--- src/rtl/calc_alu_pkg.sv ---
// ============================================================================
// Package : calc_pkg
// Purpose : Shared definitions for the calculator ALU and its display stage.
//           Holds the operation codes, the display control codes and the
//           ALU state encoding.
// Config  : CALC_ALU_DIV_EN selects whether the divider is built. The package
//           content is the same in both builds.
// Revision: 1.0 - initial release
// ============================================================================
`default_nettype none

package calc_pkg;

  // Operation codes carried on the op port
  localparam logic [1:0] OP_ADD = 2'd0;
  localparam logic [1:0] OP_SUB = 2'd1;
  localparam logic [1:0] OP_MUL = 2'd2;
  localparam logic [1:0] OP_DIV = 2'd3;

  // Display control codes carried on the contr port
  localparam logic [2:0] CONTR_POS = 3'd0;
  localparam logic [2:0] CONTR_NEG = 3'd1;
  localparam logic [2:0] CONTR_ERR = 3'd2;
  localparam logic [2:0] CONTR_DOT = 3'd4;

  // ALU sequencer states
  typedef logic [1:0] state_t;
  localparam state_t ST_IDLE = 2'd0;
  localparam state_t ST_MUL  = 2'd1;
  localparam state_t ST_DIV  = 2'd2;
  localparam state_t ST_FIN  = 2'd3;

endpackage

`default_nettype wire

--- src/rtl/seq_divider.sv ---
// ============================================================================
// Module  : seq_divider
// Purpose : Restoring divider. It produces one quotient bit per clock and
//           DIV_W quotient bits in total.
// Ports   : clk, rst_n      - clock, synchronous active-low reset
//           start_i         - load the operands (ignored while running)
//           dividend_i      - DIV_W-bit dividend
//           divisor_i       - OP_W-bit divisor (must be nonzero)
//           done_o          - high during the cycle whose clock edge
//                             produces the final quotient bit
//           quot_o          - quotient, valid from the cycle after done_o
// Config  : Instantiated only when CALC_ALU_DIV_EN is defined.
// Revision: 1.0 - initial release
// ============================================================================
`default_nettype none

module seq_divider #(
  parameter int OP_W  = 6,
  parameter int DIV_W = OP_W + 7
) (
  input  logic             clk,
  input  logic             rst_n,
  input  logic             start_i,
  input  logic [DIV_W-1:0] dividend_i,
  input  logic [OP_W-1:0]  divisor_i,
  output logic             done_o,
  output logic [DIV_W-1:0] quot_o
);

  localparam int CNT_W = $clog2(DIV_W + 1);

  logic              run_q;
  logic [CNT_W-1:0]  cnt_q;
  logic [OP_W-1:0]   rem_q, rem_d;
  logic [OP_W-1:0]   dvs_q;
  // Dividend bits shift out at the top while quotient bits shift in at the
  // bottom, so one register serves both purposes.
  logic [DIV_W-1:0]  num_q;
  logic [OP_W:0]     trial_w;
  logic [OP_W:0]     diff_w;
  logic              ge_w;

  always_comb begin
    trial_w = {rem_q, num_q[DIV_W-1]};
    ge_w    = (trial_w >= {1'b0, dvs_q});
    diff_w  = trial_w - {1'b0, dvs_q};
    // The partial remainder is always below the divisor, so it fits in OP_W bits.
    rem_d   = ge_w ? diff_w[OP_W-1:0] : trial_w[OP_W-1:0];
  end

  always_ff @(posedge clk) begin
    if (!rst_n) begin
      run_q <= 1'b0;
      cnt_q <= '0;
      rem_q <= '0;
      dvs_q <= '0;
      num_q <= '0;
    end else if (start_i && !run_q) begin
      run_q <= 1'b1;
      cnt_q <= '0;
      rem_q <= '0;
      dvs_q <= divisor_i;
      num_q <= dividend_i;
    end else if (run_q) begin
      num_q <= {num_q[DIV_W-2:0], ge_w};
      rem_q <= rem_d;
      cnt_q <= cnt_q + 1'b1;
      if (cnt_q == CNT_W'(DIV_W - 1)) run_q <= 1'b0;
    end
  end

  // done_o is combinational so that the caller can leave its wait state on
  // the same edge that produces the last quotient bit.
  assign done_o = run_q && (cnt_q == CNT_W'(DIV_W - 1));
  assign quot_o = num_q;

endmodule

`default_nettype wire

--- src/rtl/calc_alu.sv ---
// ============================================================================
// Module  : calc_alu
// Purpose : Multi-cycle calculator ALU. It performs add, subtract, shift-add
//           multiply and fixed-point (x100) divide on unsigned operands. It
//           produces a magnitude and a display code.
// Ports   : clk, rst_n   - clock, synchronous active-low reset
//           start        - request, sampled only in IDLE
//           op, a, b     - operation and operands, latched on acceptance
//           busy         - operation in progress (through FIN)
//           done         - one-cycle pulse when data/contr update
//           data, contr  - result magnitude and display code (held)
// Config  : CALC_ALU_DIV_EN defined   -> divider built (op=3 divides)
//           CALC_ALU_DIV_EN undefined -> op=3 reports an error
// Revision: 1.0 - initial release
// ============================================================================
`default_nettype none

module calc_alu
  import calc_pkg::*;
#(
  parameter int OP_W    = 6,
  parameter int IND_ALU = 11,
  parameter int C_ALU   = 3
) (
  input  logic               clk,
  input  logic               rst_n,
  input  logic               start,
  input  logic [1:0]         op,
  input  logic [OP_W-1:0]    a,
  input  logic [OP_W-1:0]    b,
  output logic               busy,
  output logic               done,
  output logic [IND_ALU-1:0] data,
  output logic [C_ALU-1:0]   contr
);

  localparam int CNT_W = $clog2(OP_W + 1);
  localparam int DIV_W = OP_W + 7;

  state_t              state_q, state_d;
  logic [OP_W-1:0]     a_q, b_q;
  logic [1:0]          op_q;
  logic [2*OP_W-1:0]   acc_q, mcand_q;
  logic [OP_W-1:0]     mplier_q;
  logic [CNT_W-1:0]    cnt_q;
  logic                done_q;
  logic [IND_ALU-1:0]  data_q;
  logic [C_ALU-1:0]    contr_q;

  logic                accept_w;
  logic [31:0]         res_w;
  logic [2:0]          res_c_w;
  logic                ovf_w;
  logic [IND_ALU-1:0]  fin_data_w;
  logic [C_ALU-1:0]    fin_contr_w;

  assign accept_w = (state_q == ST_IDLE) && start;

`ifdef CALC_ALU_DIV_EN
  logic             div_start_w;
  logic             div_done_w;
  logic [DIV_W-1:0] div_quot_w;
  logic [DIV_W-1:0] dividend_w;

  // The divider loads directly from the ports on the acceptance edge, so
  // its bit count lines up with the cycles spent in DIV.
  assign dividend_w  = DIV_W'(a) * DIV_W'(100);
  assign div_start_w = accept_w && (op == OP_DIV) && (b != '0);

  seq_divider #(
    .OP_W  (OP_W),
    .DIV_W (DIV_W)
  ) u_div (
    .clk        (clk),
    .rst_n      (rst_n),
    .start_i    (div_start_w),
    .dividend_i (dividend_w),
    .divisor_i  (b),
    .done_o     (div_done_w),
    .quot_o     (div_quot_w)
  );
`endif

  // Next-state logic
  always_comb begin
    state_d = state_q;
    case (state_q)
      ST_IDLE: begin
        if (start) begin
          case (op)
            OP_MUL:  state_d = ST_MUL;
`ifdef CALC_ALU_DIV_EN
            // A zero divisor skips the divider and reports an error straight away.
            OP_DIV:  state_d = (b == '0) ? ST_FIN : ST_DIV;
`endif
            default: state_d = ST_FIN;
          endcase
        end
      end
      ST_MUL:  if (cnt_q == CNT_W'(OP_W - 1)) state_d = ST_FIN;
`ifdef CALC_ALU_DIV_EN
      ST_DIV:  if (div_done_w) state_d = ST_FIN;
`endif
      ST_FIN:  state_d = ST_IDLE;
      default: state_d = ST_IDLE;
    endcase
  end

  // Result formation. This logic is only consumed in FIN.
  always_comb begin
    res_w   = 32'd0;
    res_c_w = CONTR_POS;
    case (op_q)
      OP_ADD: res_w = 32'(a_q) + 32'(b_q);
      OP_SUB: begin
        if (a_q >= b_q) begin
          res_w = 32'(a_q) - 32'(b_q);
        end else begin
          res_w   = 32'(b_q) - 32'(a_q);
          res_c_w = CONTR_NEG;
        end
      end
      OP_MUL: res_w = 32'(acc_q);
      default: begin
`ifdef CALC_ALU_DIV_EN
        if (b_q == '0) begin
          res_c_w = CONTR_ERR;
        end else begin
          res_w   = 32'(div_quot_w);
          res_c_w = CONTR_DOT;
        end
`else
        res_c_w = CONTR_ERR;
`endif
      end
    endcase

    // The display stage supports at most four digits and IND_ALU bits.
    ovf_w = (res_w > 32'd9999) || (res_w >= (32'd1 << IND_ALU));
    if (ovf_w || (res_c_w == CONTR_ERR)) begin
      fin_data_w  = '0;
      fin_contr_w = C_ALU'(CONTR_ERR);
    end else begin
      fin_data_w  = res_w[IND_ALU-1:0];
      fin_contr_w = C_ALU'(res_c_w);
    end
  end

  always_ff @(posedge clk) begin
    if (!rst_n) begin
      state_q  <= ST_IDLE;
      a_q      <= '0;
      b_q      <= '0;
      op_q     <= OP_ADD;
      acc_q    <= '0;
      mcand_q  <= '0;
      mplier_q <= '0;
      cnt_q    <= '0;
      done_q   <= 1'b0;
      data_q   <= '0;
      contr_q  <= '0;
    end else begin
      state_q <= state_d;
      done_q  <= (state_q == ST_FIN);

      if (accept_w) begin
        a_q      <= a;
        b_q      <= b;
        op_q     <= op;
        acc_q    <= '0;
        mcand_q  <= {{OP_W{1'b0}}, a};
        mplier_q <= b;
        cnt_q    <= '0;
      end

      // Shift-add multiply: one multiplier bit is consumed per cycle, LSB first.
      if (state_q == ST_MUL) begin
        if (mplier_q[0]) acc_q <= acc_q + mcand_q;
        mcand_q  <= mcand_q << 1;
        mplier_q <= mplier_q >> 1;
        cnt_q    <= cnt_q + 1'b1;
      end

      if (state_q == ST_FIN) begin
        data_q  <= fin_data_w;
        contr_q <= fin_contr_w;
      end
    end
  end

  assign busy  = (state_q != ST_IDLE);
  assign done  = done_q;
  assign data  = data_q;
  assign contr = contr_q;

endmodule

`default_nettype wire

--- config.mk ---
export PLATFORM = sky130hd
export DESIGN_NAME = calc_alu
export DESIGN_NICKNAME = d
export VERILOG_FILES = /design/src/rtl/calc_alu_pkg.sv /design/src/rtl/seq_divider.sv /design/src/rtl/calc_alu.sv
export SDC_FILE = /design/constraint.sdc
export NUM_CORES = 1
export LEC_CHECK = 0
export CAP_MARGIN = 15
export CORE_ASPECT_RATIO = 0.9
export CORE_UTILIZATION = 58
export CTS_CLUSTER_SIZE = 25
export DETAILED_ROUTE_END_ITERATION = 10
export PLACE_DENSITY_LB_ADDON = 0.25
export SLEW_MARGIN = 5
export SYNTH_ARGS = -nofsm -noshare
export SYNTH_HDL_FRONTEND = slang
export SYNTH_SLANG_ARGS = --single-unit
export TNS_END_PERCENT = 100
--- constraint.sdc ---
create_clock -name clk -period 2.79 [get_ports clk]
set_input_delay 0.279 -clock clk [delete_from_list [all_inputs] [get_ports clk]]
set_output_delay 0.279 -clock clk [all_outputs]
set_load 0.01 [all_outputs]
; Word-level counts from Yosys, hierarchy flattened
; Index checks and enable logic that the tools add are counted.
; Widths: inputs -> output; s select.
[totals]
register_bits = 64
inputBits = 17
out_inout_bits = 16
elab_cells = 60
[op_classes]
addsub = 5
n_lt_le_gt_ge = 3
eq_ne = 9
n_mux = 19
bitwise = 1
n_reduce_logical = 10
[ops]
columns = cell, n
row1 = $pmux 32 s3, 1
row2 = $mux 12, 5
row3 = $ge 32x12->1 const B, 1
row4 = $gt 32x14->1 const B, 1
row5 = $mux 32, 1
row6 = $sub 6x6->7, 2
row7 = $add 12x12->12, 1
row8 = $mux 11, 1
row9 = $mux 5, 2
row10 = $mux 3, 3
row11 = $pmux 2 s2, 2
row12 = $add 6x6->7, 1
row13 = $eq 2x2->1 const B, 3
row14 = $ge 6x6->1, 1
row15 = $mux 2, 3
row16 = $eq 2x1->1 const B, 2
row17 = $logic_not 2->1, 2
row18 = $ne 2x2->1 const B, 2
row19 = $reduce_bool 2->1, 2
row20 = $reduce_or 2->1, 2
row21 = $add 3x1->3 const B, 1
row22 = $eq 3x2->1 const B, 1
row23 = $eq 3x3->1 const B, 1
row24 = $logic_or 1x1->1, 2
row25 = 4 further kinds, 4

; Depth between registers and ports, before layout
; Gate-level depths: netlist of the first run.
[logic_depth]
word_depth = 7
ltp_mapped = 12
depth_no_buf = 12

; Least setup slack after synthesis of the first run
; Ideal clock, no wire load.
[synth_path]
path_kind = register to register
startpoint = register a_q[4]
endpoint = register data_q[5], in the netlist data[5]
setup_ns = 0.088
arrival_ns = 1.994
path_slack_ns = 0.708
stages_incl_launch_ff = 12
synth_period_minus_slack_ns = 2.082
cell_sequence = dfxtp_1 -> inv_1 -> ha_1 -> buf_6 -> a21o_1 -> a21oi_4 -> o21ai_4 -> a211oi_1 -> a21oi_1 -> xor2_1 -> nand2_1 -> a311oi_2
[synth_via]
elab_chain_len = 7
elab_cells_between_ends = 14
cone_classes = add/sub: 3 / order compare: 3 / eq/ne: 1 / mux: 5 / reduce/logical: 2
[synth_rtl]
columns = element, line
row1 = "start, declared", calc_alu.sv:41  ; logic [OP_W-1:0] a_q, b_q;
row2 = "start signal, assigned", calc_alu.sv:152  ; a_q <= '0;
row3 = "start signal, assigned", calc_alu.sv:167  ; a_q <= a;
row4 = $sub 6x6->7 (tied with other cells), calc_alu.sv:119  ; res_w = 32'(b_q) - 32'(a_q);
row5 = $mux 32, calc_alu.sv:116  ; if (a_q >= b_q) begin
row6 = $pmux 32 s3, calc_alu.sv:113  ; case (op_q)
row7 = $gt 32x14->1 / $ge 32x12->1 (equally long branches), calc_alu.sv:139  ; ovf_w = (res_w > 32'd9999) || (res_w >= (32'd1 << IND_ALU));
row8 = $logic_or 1x1->1, calc_alu.sv:139
row9 = $logic_or 1x1->1, calc_alu.sv:140  ; if (ovf_w || (res_c_w == CONTR_ERR)) begin
row10 = $mux 11 *, calc_alu.sv:140
row11 = "end signal, assigned", calc_alu.sv:185  ; data_q <= fin_data_w;
row12 = "end, declared", calc_alu.sv:47  ; logic [IND_ALU-1:0] data_q;
; Mark *: on every way between the ends. The rest lies on a longest branch, timed or not.
; A chain may end at the register's enable or synchronous reset.

; Final worst setup path of the first run
[layout_path]
startpoint = register a_q[2]
endpoint = register data_q[2], in the netlist data[2]
; The elaborated chain is that of the path after synthesis.

==> results.cfg, run 1 <==
[run_status]
outcome = complete, no violations

[synthesis]
synth_nets = 492
synth_area_um2 = 3601
async_flop_share_pct = 0
ys_seq_area_share_pct = 35.02
yosysWarnings = 0
postSynthAreaPerCell_um2 = 8.203
ys.flop_type = dfxtp_1
synthCells = 439
synth-edff-count = 0
yosysUniqueCellTypes = 52
synth_seq_cells = 63

[layout]
final_cells = 538
final_util_pct = 70.89
stdcell_area_um2 = 4128
layout-drive-gt1-share_pct = 7.906
antenna_cells = 0
num-nets-final = 516
area_delta_synth_final_pct = 14.63

[sta]
finalHoldViolations = 0
fin_crit_ns = 2.410
slew_viol_final = 0
worstMarginPinSlew_ns = 0.5343
whs_ns = 0.4659
fin_crit_sh_pct = 86.37
fin_setup_tns_ns = 0
maxSlewHeadroom_pct = 64.25
setup_viol = 0
setup_ws_ns = 0.3802
fmax_mhz = 415.0
rsz0062_at_grt = no
clock_skew_ns = 0.01070

[setup_path]
start_kind = register
crit_path_end = data[2]
setup.worst_path.class = register to register
slowest_stage = ha_1
end_kind = register
r2r_end = data[2]
reg2reg_depth = 8
crit_fanout = 12
timing.rr.start = a_q[2]
critPathArrivalTime_ns = 2.65
worstPathRequired_ns = 3.03
path_cells = inv_1, ha_1, o2111ai_1, o21ai_4, mux2i_1, xor2_1, o22ai_1, a32o_1
reg2reg_slack_ns = 0.38
worstSetupStartpoint = a_q[2]
cpPeakStageDelay_ns = 0.53

[global_route]
grt_remaining_overflow = 0
antenna_found_initial = 0
grt_pass1_vias = 2970
grt_usage_pct = 26.69
grt_max_degree = 42
grt_pass1_wl_um = 13710

[placed_design]
io_buffers = 31
dpl_cell_area_um2 = 3931
pre_cts_slack_ns = 0.4128
dp_cells = 522
globalplace.congestion = 0.9216
dp_hpwl_um = 6089

[route]
vias = 3115
wirelength_um = 8139
ant_nets = 0
viasPerCell = 5.790
wire_per_inst_um = 15.13
drtIter0Drc = 183
drc_errors = 0
drtPass1Iterations = 5

[die]
ios = 33
start_util_pct = 61.84
fp.dieArea_um2 = 6528
core_area_um2 = 5823
die_x_um = 85.06
die_height_um = 76.75
rows = 26

[power]
p_total_mw = 2.194
leakage_nw = 1.611
ir_worst_vdd_mv = 0.3861
p_per_area_nw_per_um2 = 531.5

[clock_tree]
numCtsBuffers = 9
hold_buffers = 0
cts.sinks = 63
clock_path_buffers = 2
path_clk_slew_ns = 0.08
cts.htree.levels = 3
cts_resized = 0
cts_setup_buffers = 0
cts_tree = done
clk_root_buffer_cell = clkbuf_8
insertion_delay_ns = 0.35

[min_path]
hold_path_class = register to register

[flow_run]
cap_violations = 0
-- kinds of logic (layout without fill, tap and decap cells) --
kind of cell | count (synthesis) | after routing | synth area share, %
AOI/OAI and AO/OA | 120 | 120 | 21.89
adders and majority gates | 36 | 36 | 13.34
and+or+nand+nor | 147 | 147 | 18.38
buffers and inverters | 51 | 80 | 6.046
DFF | 63 | 63 | 35.02
muxes | 3 | 3 | 0.8339
other | 1 | 1 | 0.1041
xor gates and xnor gates | 18 | 18 | 4.378
-- area by class of cell --
| cell class | count | area (um^2) |
|---|---|---|
| multi-input combinational | 325 | 2122 |
| sequential | 63 | 1261 |
| inverter | 26 | 97.59 |
| timing repair buffer | 38 | 362.8 |
| fill | 476 | 1695 |
| clock buffer | 9 | 123.9 |
| tap | 70 | 87.58 |
| clock inverter | 7 | 72.57 |
-- placed cells by master (no fill, tap or decap), types with 7 or more instances in the layout --
master | netlist | layout
a21o_1 | 7 | 7
a21oi_1 | 48 | 48
a22oi_1 | 10 | 10
a31oi_1 | 14 | 14
buf_4 | 4 | 7
clkbuf_8 | 0 | 9
clkdlybuf4s50_1 | 0 | 31
dfxtp_1 | 63 | 63
ha_1 | 32 | 32
inv_1 | 25 | 25
nand2_1 | 71 | 71
nand3_1 | 14 | 14
nor2_1 | 29 | 29
nor2b_1 | 7 | 7
o21ai_0 | 12 | 12
xnor2_1 | 9 | 9
xor2_1 | 9 | 9
-- registers in the layout, summed over array words and instances (netlist names) --
register / flops
cnt_q: 3
a_q: 6
mplier_q: 6
contr: 2
done: 1
acc_q: 12
data: 11
mcand_q: 12
b_q: 6
op_q: 2
state_q: 2
-- how the worst min path moves through the flow --
| stage | endpoint | start | slack, ns | cells after the start |
|---|---|---|---|---|
| 2_1_floorplan | op_q[1] | op[1] | 0.42 | 2 |
| 3_3_place_gp | mplier_q[5] | mplier_q[5] | 0.45 | 2 |
| 3_5_place_dp | data[6] | data[6] | 0.45 | 2 |
| 4_1_cts | data[6] | data[6] | 0.47 | 2 |
| 5_1_grt | mplier_q[5] | mplier_q[5] | 0.49 | 2 |
| 6_report | mplier_q[5] | mplier_q[5] | 0.47 | 2 |
-- cell usage after synthesis (7+ instances only) --
| master | n | area (um^2) |
|---|---|---|
| a21o_1 | 7 | 52.55 |
| nor2_1 | 29 | 108.9 |
| o21ai_0 | 12 | 60.06 |
| inv_1 | 25 | 93.84 |
| a22oi_1 | 10 | 75.07 |
| xnor2_1 | 9 | 78.83 |
| dfxtp_1 | 63 | 1261 |
| nand2_1 | 71 | 266.5 |
| a21oi_1 | 48 | 240.2 |
| clkbuf_1 | 15 | 56.30 |
| xor2_1 | 9 | 78.83 |
| nand3_1 | 14 | 70.07 |
| a31oi_1 | 14 | 87.58 |
| ha_1 | 32 | 400.4 |
| nor2b_1 | 7 | 43.79 |
-- critical path, delay by kind of cell, from the launching register on --
| family | cells | cell delay [ns] |
|---|---|---|
| adders and majority gates | 1 | 0.53 |
| muxes | 1 | 0.26 |
| AOI/OAI and AO/OA | 4 | 0.91 |
| DFF | 1 | 0.38 |
| buffers and inverters | 1 | 0.06 |
| xor gates and xnor gates | 1 | 0.16 |
-- routing by layer --
layer	track usage, %	part of all wire [%]	vias up
met5	0	0	-
met4	7.288	1.1	0
met3	6.889	5.6	11
met2	41.85	45	92
met1	36.33	48	1456
li1	-	-	1556
-- power breakdown --
part | switching (mW) | total (mW) | internal, mW
Combinational | 0.250 | 0.425 | 0.176
Sequential | 0.0408 | 0.974 | 0.933
Clock | 0.382 | 0.795 | 0.413
Power figures use the tool's default switching activity.
==> run 2, diff against run 1 <==
Settings changed: CORE_UTILIZATION 58 to 52.
Clock period 2.79 ns to 2.1 ns, I/O delays scaled along.
==> results.cfg, run 2 (synthesis results as in run 1) <==
[setup_path]
setup.worst_path.class = register to register
crit_fanout = 5
r2r_end = data[2]
worstPathRequired_ns = 2.34
cpPeakStageDelay_ns = 0.38
reg2reg_slack_ns = -0.11
critPathArrivalTime_ns = 2.44
timing.rr.start = a_q[3]
slowest_stage = dfxtp_1
end_kind = register
reg2reg_depth = 8
start_kind = register
path_cells = inv_1, ha_1, o2111ai_2, o21ai_4, mux2i_1, xor2_1, o22ai_1, a32o_1

[sta]
fin_crit_sh_pct = 105.1
clock_skew_ns = 0.007902
maxSlewHeadroom_pct = 50.33
slew_viol_final = 0
worstMarginPinSlew_ns = 0.7423
rsz0062_at_grt = yes
fmax_mhz = 453.1
setup_ws_ns = -0.1068
fin_crit_ns = 2.207
setup_viol = 7
finalHoldViolations = 0

[route]
drc_errors = 0
drtPass1Iterations = 6
wire_per_inst_um = 15.94
viasPerCell = 5.626
ant_nets = 0
vias = 3404
drtIter0Drc = 259
wirelength_um = 9643

[clock_tree]
numCtsBuffers = 9
cts.htree.levels = 3
clock_path_buffers = 2
insertion_delay_ns = 0.35
hold_buffers = 0
cts_tree = done
path_clk_slew_ns = 0.07
cts.sinks = 63
clk_root_buffer_cell = clkbuf_8

[layout]
antenna_cells = 0
layout-drive-gt1-share_pct = 25.24
final_cell_mix = nand2_1, buf_4, dfxtp_1
num-nets-final = 564
area_delta_synth_final_pct = 32.24
final_cells = 605
final_common_cell = nand2_1

[placed_design]
pre_cts_slack_ns = -0.1974
dp_hpwl_um = 6570
dp_cells = 572
globalplace.congestion = 0.8618
io_buffers = 31

[global_route]
grt_pass1_vias = 3160
grt_max_degree = 32
grt_pass1_wl_um = 15190
grt_usage_pct = 26.47
antenna_found_initial = 0
grt_remaining_overflow = 0

[die]
die_x_um = 89.72
rows = 28
core_area_um2 = 6621
start_util_pct = 54.38
die_height_um = 80.95
fp.dieArea_um2 = 7262
ios = 33

[flow_run]
cap_violations = 0

[power]
p_per_area_nw_per_um2 = 658.4
leakage_nw = 1.873
ir_worst_vdd_mv = 0.5411

[min_path]
hold_path_class = input pin to register
hold_depth = 3
hold_path.startpoint = b[3]
hold_end = b_q[3]

[run_status]
outcome = finished, violations left
failed_checks = negative setup slack
-- run 2: worst max-delay path, delay by kind of cell (launching register included) --
| kind | cells | cell delay, ns |
|---|---|---|
| xor gates and xnor gates | 1 | 0.21 |
| adders and majority gates | 1 | 0.31 |
| AOI/OAI and AO/OA | 4 | 0.86 |
| DFF | 1 | 0.38 |
| buffers and inverters | 1 | 0.07 |
| muxes | 1 | 0.27 |
-- run 2: layer usage --
layer  track usage [%]  vias to the layer above  part of all wire [%]
li1                  -                     1656                     -
met1             36.04                     1612                    47
met2             42.08                      121                    45
met4             9.180                        0                   1.7
met5                 0                        -                     0
met3             5.337                       15                   5.7
-- run 2: final cells by class --
class	count	area, um^2
clock inverter	3	42.54
sequential	63	1284
inverter	26	97.59
clock buffer	12	155.1
timing repair buffer	85	723.2
tap	90	112.6
fill	485	1859
multi-input combinational	326	2347
-- run 2: worst max path at each step --
stage / from / to / depth (start not counted)
after CTS: a_q[0] / data[4] / 9
after floorplan: a_q[4] / data[5] / 11
final: a_q[3] / data[2] / 8
after global placement: a_q[0] / data[4] / 11
after detailed placement: a_q[0] / data[5] / 10
after global routing: a_q[3] / data[2] / 8
-- run 2: stage by stage --
stage               util (%)  area [um^2]  total power [mW]  setup TNS (ns)  hold slack (ns)
detailed placement     63.15         4182             1.930          -1.187           0.4520
global placement       63.15         4182             1.920         -0.1891           0.4528
floorplan                  -         3601             1.733               0           0.3460
global route           71.92         4762             3.268          -1.648           0.4713
finish                 71.92         4762             3.135         -0.3676           0.4303
CTS                    68.67         4547             3.046         -0.1227           0.4321
-- run 2: power breakdown --
| group | switching [mW] | total (mW) | internal [mW] |
|---|---|---|---|
| clock | 0.473 | 1.08 | 0.605 |
| combinational | 0.422 | 0.766 | 0.343 |
| sequential | 0.0506 | 1.29 | 1.24 |
| total | 0.946 | 3.14 | 2.19 |
-- run 2: timing repair --
item	in CTS	in global routing
pin swaps	18	32
gates resized for setup	21	43
gates cloned	1	0
setup endpoints to repair	12	14
buffers inserted	11	6
==> edit (flow settings as in run 2) <==
Add a define of `CALC_ALU_DIV_EN`.
--- a/src/rtl/calc_alu.sv
+++ b/src/rtl/calc_alu.sv
@@ -14,6 +14,8 @@
 // Revision: 1.0 - initial release
 // ============================================================================
 `default_nettype none
+
+`define CALC_ALU_DIV_EN
 
 module calc_alu
   import calc_pkg::*;
Formal check against the unedited RTL: not equivalent (a bounded check fails within 4 cycles, from zero or initial values and one cycle with rst_n low).
==> edit against run 2 <==
- power up 140%
- final cell count rose by 64%
- cell area is 68% higher
- worst setup slack improved by 0.049 ns
- sequential cell count up 31
- largest cell class unchanged
- the run still ends with setup timing left
- count of clock-buffer cells in the layout decreased by 1
- synthesized area is 73% higher
- maximum frequency is 2.3% higher
- combinational power increased to 4.9 times the old value
- wire length up 74%
- first-iteration DRC count is 22% higher
- synthesized cell count rose by 70%
==> edit: results (changes against run 2) <==
Power Dens Cells=948 nW/um^2 (+44%); failing checks=setup timing; setup ws final=-0.0576 ns (+0.0492 ns); CTS Root Cell=clkbuf_16; port bufs=32 (+3.2%); Post-Syn Area=6220 sq um (+73%); Non-Filler Instances=992 (+64%); vias in the first global route=5618 (+78%); WHS Endpoint=done$_SDFF_PN0_; pre-CTS WS=-0.691 ns (-0.494 ns); GP Congestion=0.935 (+8.5%); share of cells above drive strength 1=21.2% (-4.1 points); CP arrival=2.38 ns (-0.06 ns); met1 wire length=7470 um (+64%); setup TNS=-0.136 ns (+0.231 ns); status=finished with violations; CP startpoint=b_q[0]$_SDFFE_PN0P_; P_leak=3.17 nW (+69%); crit-path max FO=7 (+2); Pre-Repair DR Iteration Count=5 (-1); net count after synthesis=837 (+70%); vias=5685 (+67%); Worst Min Path Start=rst_n; setup violators final=7 (unchanged); Slew headroom=36.4% (-14 points); Yosys cell types=66 (+27%); syn_area_per_cell=8.34 sq um (+1.7%); DRT Wirelength=16800 um (+74%)
edit: cells by family after synthesis:
family | count (synthesis) | synth area share [%]
flip-flops | 94 | 30.2
AND/OR/NAND/NOR | 245 | 20.3
XOR/XNOR | 15 | 2.11
multiplexers | 26 | 4.20
AO/OA/AOI/OAI | 207 | 22.1
adder cells (fa/ha/maj) | 74 | 15.6
buffers and inverters | 85 | 5.37
edit: worst max-delay path, cell delays in order (launching register included):
cell	delay [ns]
dfxtp_4	0.37
buf_6	0.13
ha_4	0.21
and2_4	0.13
o31a_1	0.34
nor2_4	0.12
buf_6	0.15
mux2i_1	0.23
mux2i_1	0.26
a22oi_1	0.09
edit: area by class of cell:
cell class                      count  area (sq um)  area share, %
Clock inverter                      5          33.8          0.423
Multi-Input combinational cell    568          4500           56.4
Clock buffer                       11           253           3.16
Inverter                           47           179           2.24
Sequential cell                    94          1900           23.8
Timing Repair Buffer              111           923           11.6
Tap cell                          156           195           2.44
